## config.mk

```make
export PLATFORM = sky130hd
export DESIGN_NAME = fios_mm_scheduler
export DESIGN_NICKNAME = d
export VERILOG_FILES = /design/src/rtl/fios_mm_scheduler.sv
export SDC_FILE = /design/constraint.sdc
export NUM_CORES = 1
export LEC_CHECK = 0
export BUFFER_PORTS_ARGS = -buffer_cell sky130_fd_sc_hd__buf_2
export CAP_MARGIN = 0
export CORE_ASPECT_RATIO = 0.8
export CORE_MARGIN = 2
export CORE_UTILIZATION = 45
export CTS_CLUSTER_SIZE = 12
export DETAILED_ROUTE_END_ITERATION = 10
export PLACE_DENSITY_LB_ADDON = 0.08
export SYNTH_ARGS = -nofsm -noshare
export SYNTH_HDL_FRONTEND = slang
export SYNTH_SLANG_ARGS = --single-unit
export TNS_END_PERCENT = 30
```

## constraint.sdc

```tcl
create_clock -name clock_i -period 2.2 [get_ports clock_i]
set_clock_uncertainty 0.1 [all_clocks]
set_input_delay 0.33 -clock clock_i [delete_from_list [all_inputs] [get_ports clock_i]]
set_output_delay 0.33 -clock clock_i [all_outputs]
set_load 0.02 [all_outputs]
```

## src/rtl/fios_mm_scheduler.sv

```systemverilog
// Round-robin scheduler sharing one FIOS_CASC Montgomery multiplier among
// REQ_NB requesters. Turns the multiplier's fetch/push strobes into word
// indices and memory enables for the granted requester, and flags
// protocol violations in a sticky error bit.
module fios_mm_scheduler #(
  parameter int REQ_NB = 4,
  parameter int s      = 8,
  parameter int IDX_W  = $clog2(s),
  parameter int ID_W   = $clog2(REQ_NB)
) (
  input  logic              clock_i,
  input  logic              reset_i,
  input  logic [REQ_NB-1:0] req_i,
  output logic [REQ_NB-1:0] gnt_o,
  output logic [REQ_NB-1:0] done_o,
  output logic              err_o,
  input  logic              err_clr_i,
  output logic [ID_W-1:0]   sel_id_o,
  output logic              mm_start_o,
  input  logic              b_fetch_i,
  input  logic              p_fetch_i,
  input  logic              RES_push_i,
  input  logic              mm_done_i,
  output logic              b_rd_en_o,
  output logic [IDX_W-1:0]  b_idx_o,
  output logic              p_rd_en_o,
  output logic [IDX_W-1:0]  p_idx_o,
  output logic              res_we_o,
  output logic [IDX_W-1:0]  res_idx_o,
  output logic              busy_o
);

  // r_cnt must be able to reach s itself so a full result is detectable
  localparam int R_W = $clog2(s + 1);
  localparam logic [R_W-1:0]   R_FULL = R_W'(s);
  localparam logic [IDX_W-1:0] W_LAST = IDX_W'(s - 1);
  localparam logic [ID_W-1:0]  ID_LAST = ID_W'(REQ_NB - 1);

  typedef enum logic [1:0] {IDLE, START, RUN, DONE} state_t;

  state_t              state_q, state_d;
  logic [REQ_NB-1:0]   gnt_q;
  logic [ID_W-1:0]     sel_q, rr_q, pick_id, cand;
  logic                pick_vld;
  logic                busy_q, err_q, err_evt, res_full;
  logic [IDX_W-1:0]    b_cnt, p_cnt;
  logic [R_W-1:0]      r_cnt;
  int                  tmp;

  assign gnt_o     = gnt_q;
  assign sel_id_o  = sel_q;
  assign busy_o    = busy_q;
  assign err_o     = err_q;
  assign b_idx_o   = b_cnt;
  assign p_idx_o   = p_cnt;
  assign res_idx_o = r_cnt[IDX_W-1:0];
  assign res_full  = (r_cnt == R_FULL);

  // Round-robin pick: scan offsets high to low so the nearest requester
  // at or above rr_q (with wrap) is the last, winning assignment.
  always_comb begin
    pick_vld = 1'b0;
    pick_id  = '0;
    cand     = '0;
    tmp      = 0;
    for (int i = REQ_NB - 1; i >= 0; i--) begin
      tmp = int'(rr_q) + i;
      if (tmp >= REQ_NB) tmp = tmp - REQ_NB;
      cand = ID_W'(tmp);
      if (req_i[cand]) begin
        pick_vld = 1'b1;
        pick_id  = cand;
      end
    end
  end

  // State register
  always_ff @(posedge clock_i or negedge reset_i) begin
    if (!reset_i) state_q <= IDLE;
    else          state_q <= state_d;
  end

  // Next state, strobe-to-enable decode and error detection
  always_comb begin
    state_d    = state_q;
    mm_start_o = 1'b0;
    b_rd_en_o  = 1'b0;
    p_rd_en_o  = 1'b0;
    res_we_o   = 1'b0;
    done_o     = '0;
    err_evt    = 1'b0;
    unique case (state_q)
      IDLE:  if (pick_vld) state_d = START;
      START: begin
        mm_start_o = 1'b1;
        state_d    = RUN;
      end
      RUN: begin
        b_rd_en_o = b_fetch_i;
        p_rd_en_o = p_fetch_i;
        // a push past the last result word is dropped, not written
        res_we_o  = RES_push_i && !res_full;
        if (RES_push_i && res_full) err_evt = 1'b1;
        if (mm_done_i) begin
          state_d = DONE;
          if (!res_full) err_evt = 1'b1;
        end
      end
      DONE: begin
        done_o  = gnt_q;
        state_d = IDLE;
      end
      default: state_d = IDLE;
    endcase
    if (state_q != RUN && (b_fetch_i || p_fetch_i || RES_push_i || mm_done_i))
      err_evt = 1'b1;
    // grantee must hold its request until it sees done_o
    if (busy_q && (req_i & gnt_q) == '0)
      err_evt = 1'b1;
  end

  // Grant, select, busy and round-robin pointer
  always_ff @(posedge clock_i or negedge reset_i) begin
    if (!reset_i) begin
      gnt_q  <= '0;
      sel_q  <= '0;
      busy_q <= 1'b0;
      rr_q   <= '0;
    end else begin
      if (state_q == IDLE && pick_vld) begin
        gnt_q          <= '0;
        gnt_q[pick_id] <= 1'b1;
        sel_q          <= pick_id;
        busy_q         <= 1'b1;
      end else if (state_q == DONE) begin
        gnt_q  <= '0;
        busy_q <= 1'b0;
        rr_q   <= (sel_q == ID_LAST) ? '0 : sel_q + 1'b1;
      end
    end
  end

  // Word counters: b/p wrap each outer iteration, r saturates at s
  always_ff @(posedge clock_i or negedge reset_i) begin
    if (!reset_i) begin
      b_cnt <= '0;
      p_cnt <= '0;
      r_cnt <= '0;
    end else if (state_q == START) begin
      b_cnt <= '0;
      p_cnt <= '0;
      r_cnt <= '0;
    end else if (state_q == RUN) begin
      if (b_fetch_i) b_cnt <= (b_cnt == W_LAST) ? '0 : b_cnt + 1'b1;
      if (p_fetch_i) p_cnt <= (p_cnt == W_LAST) ? '0 : p_cnt + 1'b1;
      if (res_we_o)  r_cnt <= r_cnt + 1'b1;
    end
  end

  // Sticky error; a new error wins over a simultaneous clear
  always_ff @(posedge clock_i or negedge reset_i) begin
    if (!reset_i)       err_q <= 1'b0;
    else if (err_evt)   err_q <= 1'b1;
    else if (err_clr_i) err_q <= 1'b0;
  end

endmodule

```

* After elaboration in Yosys (flattened, before gate mapping)
Index checks and enable logic that the tools add are counted.
W data, S select, Z words.
** Cells by class
- Bitwise gates (word level) :: 2
- $add $sub $neg :: 11
- Equal/unequal tests :: 10
- Reduce and logical (&&, ||, !) cells :: 23
- Muxes and demuxes :: 54
- Order comparisons :: 10
** Operators with widths (count)
- $mux W3 :: 8
- $mux W4 :: 6
- $mux W1 :: 23
- $mux W2 :: 11
- $lt A2 B3 Y1 const B :: 5
- $reduce_bool A2 Y1 :: 6
- $reduce_and A2 Y1 :: 5
- $ge A3 B3 Y1 const B :: 3
- $bmux W1 S2 :: 4
- $pmux W2 S4 :: 1
- $sub A2 B1 Y2 const B :: 4
- $add A2 B2 Y3 const B :: 2
- $add A3 B1 Y3 const B :: 2
- $eq A2 B2 Y1 const B :: 3
- $eq A3 B3 Y1 const B :: 2
- $logic_and A1 B1 Y1 :: 6
- $ne A2 B2 Y1 const B :: 3
- $add A4 B1 Y4 const B :: 1
- $and A4 B4 Y4 :: 1
- $eq A4 B4 Y1 const B :: 1
- $logic_not A4 Y1 :: 1
- $add A2 B1 Y3 const B :: 1
- $ge A2 B3 Y1 const B :: 1
- $logic_or A1 B1 Y1 :: 3
- 7 further kinds :: 7
** Word-level totals
- Output and inout bits :: 25
- Input port bits :: 11
- Flip-flop bits (word level) :: 22

* Logic depth before layout (Yosys ltp)
Gate-level depths: netlist of the first run.
- Depth after elaboration :: 14
- Depth in mapped cells :: 7

* Least setup slack after synthesis of the first run
OpenSTA, ideal clock, no wires.
- Path kind :: flip-flop to flip-flop
- From :: reg r_cnt[0]
- To :: reg r_cnt[0]
- Period minus slack after synthesis :: 1.642 ns
- Required time :: 1.996 ns
- Buffers on the path :: 1
- Arrival time :: 1.438 ns
- Library setup time :: 0.104 ns
- Slack :: 0.558 ns
- Cell stages (with the launch flop) :: 8
- Path through :: dfrtp_1 inv_1 ha_1 nand3b_4 and3_1 buf_2 or3_1 o311ai_1
** On the way
- Longest elaborated chain between the ends :: 6
- Elaborated cells on any way between the ends :: 10
** RTL lines
- start: declaration :: RTL line 47 : logic [R_W-1:0] r_cnt;
- start signal: assignment :: RTL line 156 : if (res_we_o) r_cnt <= r_cnt + 1'b1;
- $eq A4 B4 Y1 :: RTL line 57 : assign res_full = (r_cnt == R_FULL);
- $logic_not A1 Y1
- $logic_and A1 B1 Y1 :: RTL line 102 : res_we_o = RES_push_i && !res_full;
- $mux W1 :: RTL line 92 : unique case (state_q)
- via res_we_o :: RTL line 28 : output logic res_we_o,
- $reduce_bool A2 Y1 (no source line)
- $reduce_and A2 Y1 (no source line)
The timed path passes the listed nets, and every way through them passes these cells. The select of a mux whose other input is x is not followed.
A chain may end at the register's enable or synchronous reset.

* Final worst setup path of the first run
- From :: reg r_cnt[0]
- To :: out res_we_o
** On the way
- Longest elaborated chain between the ends :: 4
** RTL lines (RTL line)
- $eq A4 B4 Y1 :: 57
- $logic_not A1 Y1
- $logic_and A1 B1 Y1 :: 102
- $mux W1 :: 92
- end: declaration :: 28
No other way between the ends.

==> impl_metrics.yaml, run 1 <==
yosys:
  postSynth.asyncResetShare_pct: 100
  synth_edf_count: 0
  ys_warn_count: 0
  synth_top_area_share_pct: 39.7
  synthCells: 147
  ys_types: 43
  yosysTopAreaCell: "dfrtp_1"
  syn_nets: 169
  ys_top_cells_by_area: "dfrtp_1, ha_1, inv_1"
  synth-seq-area-share_pct: 39.7
  netlist_area_sq_um: 1390
  synth_flop_cell: "dfrtp_1"
  avgSynthCellArea_sq_um: 9.42
  synth_seq_cells: 22
flow_run:
  maxCapViolCount: 0
sta:
  holdWs_ps: 367
  worst_pin_slew_ps: 588
  finalCritPeriodShare_pct: 90.4
  fmax_ghz: 0.503
  fin_setup_tns_ps: 0
  setup_viol: 0
  maxSlewViolCount: 0
  finalCriticalPeriod_ps: 1990
  max-slew-margin-rel_pct: 60.7
  rsz0062_at_grt: "no"
  hold_viol: 0
cts:
  cts.sinks: 22
  insertion_delay_ps: 260
  cts_tree: "yes"
  holdBufCountCts: 1
  cts.reportedPaths.clkPinSlew_ps: 80
  cts_resized: 0
  post_cts_buffers: 0
  htree_levels: 1
  cts.path.max_buffers: 2
  root_buffer: "clkbuf_8"
  cts_buffers: 3
route:
  first_iter_violations: 108
  antenna_left: 0
  vias_per_cell: 5.50
  via_count: 1183
  wl_per_cell_um: 13.9
  firstDrtPassIters: 4
  drt-total-wl_um: 3000
  drc_errors: 0
finish:
  syn_to_final_growth_pct: 16.8
  multi_input_area_sq_um: 719
  fin_nets: 200
  final_common_cell: "buf_2"
  ff_latch_area_sq_um: 551
  final_core_util_pct: 56.8
  design_area_sq_um: 1620
  mostFrequentLayoutCells: "buf_2, dfrtp_1, inv_1, ha_1"
  diodes: 0
  layout-drive-gt1-share_pct: 26.0
  fill_cells: 270
hold_path:
  hold_class: "in -> reg"
global_routing:
  grt_max_degree: 23
  antenna_found_initial: 0
  grt_pass1_vias: 1102
  grt.overflow.total: 0
  grt_pass1_wl_um: 5030
  track_usage_pct: 19.4
setup_path:
  crit_arrival_ps: 1560
  crit_path_max_fanout: 6
  crit_slowest_cell: "dfrtp_1"
  end_kind: "output pin"
  cpPeakStageDelay_ps: 450
  worstSetupPathType: "reg -> out"
  path_cells: "inv_1, ha_1, nand3b_4, and3_1, buf_2"
  rrSetupSlack_ps: 440
  startpoint_type: "register"
  crit_required_ps: 1770
floorplanning:
  die_height_um: 53.6
  dieArea_sq_um: 3540
  pin_count: 36
  start_util_pct: 48.6
  rows: 17
  coreArea_sq_um: 2850
  die_x_um: 66.0
outcome:
  status: "complete, no violations"
power:
  leakage_nw: 0.831
  irDropWorstVdd_v: 0.000692
  power.density_nw_per_um2: 1520
  power_mw: 2.46
placement:
  io_buffers: 35
  place_area_sq_um: 1550
  dp.final_hpwl_um: 2300
  gp_congestion: 0.788
layout make-up:
| type | instances | share of cell area, % |
|---|---|---|
| Sequential cell | 22 | 34.0 |
| Clock buffer | 4 | 3.40 |
| Tap cell | 38 | 2.94 |
| Inverter | 16 | 3.71 |
| Timing Repair Buffer | 36 | 11.4 |
| Multi-Input combinational cell | 99 | 44.5 |
cells by family after synthesis:
group | count (synthesis) | share of synthesized area [%]
flip-flops | 22 | 39.7
AND/OR/NAND/NOR | 44 | 19.2
AO/OA/AOI/OAI | 42 | 21.2
buffers and inverters | 26 | 8.31
multiplexers | 2 | 1.54
adder cells (fa/ha/maj) | 11 | 9.94
cell usage after synthesis, types with 2 or more instances:
cell type and count:
nor2b_1 2, nor2_1 7, or3_1 2, nand3_1 4, o31ai_1 2, buf_2 2, nand2_1 9, o21a_1 3
buf_4 4, o31ai_2 2, and2_1 6, o21ai_0 6, ha_1 11, dfrtp_1 22, nand2b_1 2, clkbuf_1 4
nand3b_1 4, and3_1 2, o22ai_1 7, inv_1 15, a21oi_1 9
worst max-delay path, delay by kind of cell, from the launching register on:
kind | cells | cell delay [ps]
adder cells (fa/ha/maj) | 1 | 240
buffers and inverters | 2 | 280
flip-flops | 1 | 450
AND/OR/NAND/NOR | 2 | 330
where the power goes:
group | internal, mW | total [mW] | leakage, nW | switching, mW
logic | 0.540 | 1.40 | 0.535 | 0.860
registers | 0.593 | 0.778 | 0.267 | 0.184
clock network | 0.159 | 0.284 | 0.0288 | 0.125
layer usage:
metal	share of wire (%)	track usage (%)	up-vias
met1	47	23.8	576
met2	48	33.3	26
met3	4.1	5.02	2
met4	1.0	7.14	0
met5	0	0	-
li1	-	-	579
sequential cells by signal, summed over array words and instances, names as in the netlist:
name	flops
gnt_o	4
r_cnt	4
b_idx_o	3
p_idx_o	3
rr_q	2
sel_id_o	2
state_q	2
busy_o	1
err_o	1
stage by stage:
stage / setup slack (ps) / instances
2_1_floorplan: 558 / 147
3_3_place_gp: 547 / 210
3_5_place_dp: 467 / 210
4_1_cts: 210 / 215
5_1_grt: 80.0 / 215
6_report: 211 / 215
worst paths after layout:
| path | from | to | cells past startpoint |
|---|---|---|---|
| setup / recovery | r_cnt[0]$_DFFE_PN0P_ | res_we_o | 5 |
| hold / removal | err_clr_i | err_o$_DFFE_PN0P_ | 3 |
| setup reg to reg | state_q[0]$_DFFE_PN0P_ | r_cnt[0]$_DFFE_PN0P_ | 4 |
| hold reg to reg | sel_id_o[1]$_DFFE_PN0P_ | sel_id_o[1]$_DFFE_PN0P_ | 2 |
| max in group asynchronous | reset_i | rr_q[1]$_DFFE_PN0P_ | 2 |
| min in group asynchronous | reset_i | r_cnt[3]$_DFFE_PN0P_ | 2 |
No activity file was read; power rests on OpenSTA's default activity.
==> inputs of run 2 (changes only) <==
--- a/config.mk
+++ b/config.mk
@@ -13,6 +13,7 @@
 export CTS_CLUSTER_SIZE = 12
 export DETAILED_ROUTE_END_ITERATION = 10
 export PLACE_DENSITY_LB_ADDON = 0.08
+export RECOVER_POWER = 25
 export SYNTH_ARGS = -nofsm -noshare
 export SYNTH_HDL_FRONTEND = slang
 export SYNTH_SLANG_ARGS = --single-unit
==> impl_metrics.yaml, run 2 (synthesized netlist as in run 1, its figures left out) <==
outcome:
  status: "complete, no violations"
floorplanning:
  coreArea_sq_um: 2850
  pin_count: 36
  dieArea_sq_um: 3540
  rows: 17
  start_util_pct: 48.6
  die_x_um: 66.0
  die_height_um: 53.6
sta:
  rsz0062_at_grt: "no"
  fmax_ghz: 0.503
  hold_viol: 0
  max-slew-margin-rel_pct: 22.5
  fin_setup_tns_ps: 0
  worst_pin_slew_ps: 1160
  finalCritPeriodShare_pct: 90.4
  maxSlewViolCount: 0
  setup_viol: 0
  finalCriticalPeriod_ps: 1990
setup_path:
  crit_required_ps: 1770
  path_cells: "inv_1, ha_1, nand3b_4, and3_1, buf_2"
  end_kind: "output pin"
  crit_arrival_ps: 1560
  startpoint_type: "register"
  worstSetupPathType: "reg -> out"
  cpPeakStageDelay_ps: 450
  reg2regPathDepth: 4
  crit_path_max_fanout: 6
  crit_slowest_cell: "dfrtp_1"
  rrSetupSlack_ps: 440
hold_path:
  hold_depth: 3
  hold_class: "in -> reg"
flow_run:
  maxCapViolCount: 0
placement:
  dpl.cell_count: 210
  gp_congestion: 0.788
  place_area_sq_um: 1550
  dp.final_hpwl_um: 2300
  io_buffers: 35
finish:
  fill_cells: 271
  design_area_sq_um: 1620
  ff_latch_area_sq_um: 551
  instances_no_fill: 215
  mostFrequentLayoutCells: "buf_2, dfrtp_1, inv_1, ha_1"
  syn_to_final_growth_pct: 16.7
  layout-drive-gt1-share_pct: 25.4
  fin_nets: 200
  diodes: 0
  multi_input_area_sq_um: 719
  final_common_cell: "buf_2"
route:
  antenna_left: 0
  via_count: 1183
  vias_per_cell: 5.50
  firstDrtPassIters: 4
  met1_length_um: 1410
  drt-total-wl_um: 2990
  dr.max_layer_used: "met4"
  wl_met3_um: 123
  first_iter_violations: 108
  drc_errors: 0
  wl_met2_um: 1430
  wl_per_cell_um: 13.9
global_routing:
  grt_max_degree: 23
  track_usage_pct: 19.4
  antenna_found_initial: 0
  grt.overflow.total: 0
  grt_pass1_wl_um: 5030
  grt_pass1_vias: 1102
cts:
  insertion_delay_ps: 260
  htree_levels: 1
  cts.sinks: 22
  cts_tree: "yes"
  post_cts_buffers: 0
  cts.path.max_buffers: 2
  cts_buffers: 3
  root_buffer: "clkbuf_8"
  holdBufCountCts: 1
  cts.reportedPaths.clkPinSlew_ps: 80
  cts_resized: 0
power:
  clkPwrFrac_pct: 11.5
  p_sw_share_pct: 47.5
  power.density_nw_per_um2: 1520
  leakage_nw: 0.828
  power.internal_mw: 1.29
  seqPwrFrac_pct: 31.6
  irDropWorstVdd_v: 0.000692
  switchingPower_mw: 1.17
  comb_power_share_pct: 56.9
  power_mw: 2.46
[run 2: changes by cell type in the layout (fill, tap and decap cells not counted), sizes merged]
cell / before / now
buf: 35 / 34
clkbuf: 4 / 5
[run 2: power by group through the flow]
stage / Combinational, mW / Clock [mW] / Sequential [mW]
after floorplan: 0.968 / 0 / 0.872
after global placement: 1.34 / 0 / 0.768
after detailed placement: 1.41 / 0 / 0.786
after CTS: 1.41 / 0.294 / 0.779
after global routing: 1.56 / 0.307 / 0.811
final: 1.40 / 0.284 / 0.778
[run 2: layout make-up]
cell class	instances	share of cell area, %
flip-flops and latches	22	34.1
well taps	38	2.94
multi-input cells	99	44.5
inverters	16	3.72
clock buffers	4	3.41
repair buffers	36	11.4
[run 2: per-layer routing]
metal	global-route usage, %	vias up
li1	-	579
met1	23.8	576
met2	33.3	26
met3	5.02	2
met4	7.14	0
met5	0	-
[run 2: worst max-delay path, delay by kind of cell, from the launching register on]
kind	cells	cell delay, ps
buffers and inverters	2	280
and+or+nand+nor	2	330
DFF	1	450
adders and majority gates	1	240
[run 2: path summary, 6_finish.rpt]
check	startpoint	endpoint
worst max register to register	state_q[0]$_DFFE_PN0P_	r_cnt[0]$_DFFE_PN0P_
min in group asynchronous	reset_i	r_cnt[3]$_DFFE_PN0P_
worst max-delay path	r_cnt[0]$_DFFE_PN0P_	res_we_o
max in group asynchronous	reset_i	rr_q[1]$_DFFE_PN0P_
worst min register to register	sel_id_o[1]$_DFFE_PN0P_	sel_id_o[1]$_DFFE_PN0P_
worst min-delay path	err_clr_i	err_o$_DFFE_PN0P_
[run 2: through the flow]
step / setup WS, ps / utilization (%) / hold WS, ps
final: 211 / 56.7 / 367
after global routing: 80.0 / 56.7 / 368
after CTS: 210 / 56.8 / 357
after detailed placement: 467 / 54.5 / 217
after global placement: 547 / 54.5 / 220
after floorplan: 558 / - / -65.6
==> inputs of run 3 (changes only) <==
--- a/config.mk
+++ b/config.mk
@@ -13,8 +13,8 @@
 export CTS_CLUSTER_SIZE = 12
 export DETAILED_ROUTE_END_ITERATION = 10
 export PLACE_DENSITY_LB_ADDON = 0.08
-export RECOVER_POWER = 25
+export RECOVER_POWER = 50
+export SLEW_MARGIN = 15
 export SYNTH_ARGS = -nofsm -noshare
 export SYNTH_HDL_FRONTEND = slang
 export SYNTH_SLANG_ARGS = --single-unit
-export TNS_END_PERCENT = 30
==> impl_metrics.yaml, run 3 (synthesized netlist as in run 1, its figures left out) <==
setup_path:
  cp.buffers_inverters: 2
  path_cells: "inv_1, ha_1, nand3b_4, and3_1, buf_2"
  worstSetupPathType: "reg -> out"
  crit_slowest_cell: "dfrtp_1"
  cpPeakStageDelay_ps: 450
  crit_required_ps: 1770
  end_kind: "output pin"
  crit_arrival_ps: 1550
  startpoint_type: "register"
  path_delay_family: "flip-flops"
  crit_path_max_fanout: 6
sta:
  worst_pin_slew_ps: 1150
  finalCriticalPeriod_ps: 1980
  fin_setup_tns_ps: 0
  rsz0062_at_grt: "no"
  holdWs_ps: 366
  fmax_ghz: 0.504
  max-slew-margin-rel_pct: 23.1
  maxSlewViolCount: 0
  finalCritPeriodShare_pct: 90.1
  setup_viol: 0
  hold_viol: 0
cts:
  cts.reportedPaths.clkPinSlew_ps: 80
  insertion_delay_ps: 260
  htree_levels: 1
  cts_buffers: 3
  root_buffer: "clkbuf_8"
  cts.sinks: 22
  cts.path.max_buffers: 2
  post_cts_buffers: 0
  cts_tree: "yes"
route:
  drc_errors: 0
  firstDrtPassIters: 4
  wl_per_cell_um: 13.9
  drt-total-wl_um: 3000
  vias_per_cell: 5.51
  via_count: 1184
  antenna_left: 0
  first_iter_violations: 92
hold_path:
  hold_class: "in -> reg"
placement:
  gp_congestion: 0.788
  io_buffers: 35
  dpl.cell_count: 210
  dp.final_hpwl_um: 2300
  place_area_sq_um: 1550
finish:
  instances_no_fill: 215
  syn_to_final_growth_pct: 15.7
  final_common_cell: "buf_2"
  fill_cells: 277
  fin_nets: 200
  layout-drive-gt1-share_pct: 19.2
  mostFrequentLayoutCells: "buf_2, dfrtp_1, inv_1, clkbuf_1, ha_1"
  diodes: 0
  design_area_sq_um: 1600
power:
  power.density_nw_per_um2: 1520
  leakage_nw: 0.792
  irDropWorstVdd_v: 0.000680
floorplanning:
  coreArea_sq_um: 2850
  die_height_um: 53.6
  rows: 17
  die_x_um: 66.0
  start_util_pct: 48.6
  pin_count: 36
  dieArea_sq_um: 3540
global_routing:
  grt_max_degree: 23
  grt_pass1_vias: 1102
  track_usage_pct: 19.4
  antenna_found_initial: 0
  grt.overflow.total: 0
  grt_pass1_wl_um: 5030
outcome:
  status: "complete, no violations"
flow_run:
  maxCapViolCount: 0
## run 3: cell types whose count changed in the layout (fill, tap and decap cells not counted)
cell and delta:
buf_2 -11, clkbuf_1 +11
## run 3: area by class of cell
class | count | area [sq um] | area share, %
multi-input combinational | 99 | 719 | 44.9
clock buffer | 4 | 55.1 | 3.43
timing repair buffer | 36 | 170 | 10.6
sequential | 22 | 551 | 34.3
tap | 38 | 47.5 | 2.97
inverter | 16 | 60.1 | 3.75
## run 3: through the flow
| step | util [%] | power (mW) | worst slack, ps |
|---|---|---|---|
| after CTS | 56.8 | 2.48 | 210 |
| after global routing | 56.2 | 2.67 | 80.0 |
| after detailed placement | 54.5 | 2.19 | 467 |
| after global placement | 54.5 | 2.11 | 547 |
| after floorplan | - | 1.84 | 558 |
| final | 56.2 | 2.44 | 217 |
## run 3: worst paths after layout
path                                      endpoint  slack, ps  cells past startpoint                    start
setup / recovery                          res_we_o        220                      5     r_cnt[0]$_DFFE_PN0P_
hold / removal              b_idx_o[2]$_DFFE_PN0P_        370                      3                b_fetch_i
setup reg to reg              r_cnt[0]$_DFFE_PN0P_        440                      4   state_q[0]$_DFFE_PN0P_
hold reg to reg            sel_id_o[1]$_DFFE_PN0P_        440                      2  sel_id_o[1]$_DFFE_PN0P_
max in group asynchronous      rr_q[1]$_DFFE_PN0P_        600                      2                  reset_i
min in group asynchronous     r_cnt[3]$_DFFE_PN0P_        710                      2                  reset_i
## run 3: routing by layer
layer  wire length [um]  up-vias  part of all wire, %  GRT usage, %
met1               1370      572                   46          23.8
li1                   -      579                    -             -
met3                160        2                  5.3          5.02
met5                  0        -                    0             0
met4                 30        0                  1.0          7.14
met2               1440       31                   48          33.3
## run 3: what timing repair did
item / in CTS / in global routing
endpoints found under the hold margin: 22 / 0
resized for setup: 0 / 0
endpoints found under the setup margin: 0 / 0
hold buffers: 1 / 0
## run 3: worst register-to-register path: stages, from the launching register on
cell,delay (ps)
dfrtp_1,400
inv_1,80
ha_1,650
nand2_1,160
o311ai_1,270
## run 3: report_power, final
part	switching [mW]	internal, mW	total (mW)
sequential	0.186	0.593	0.779
clock	0.125	0.159	0.284
combinational	0.860	0.520	1.38
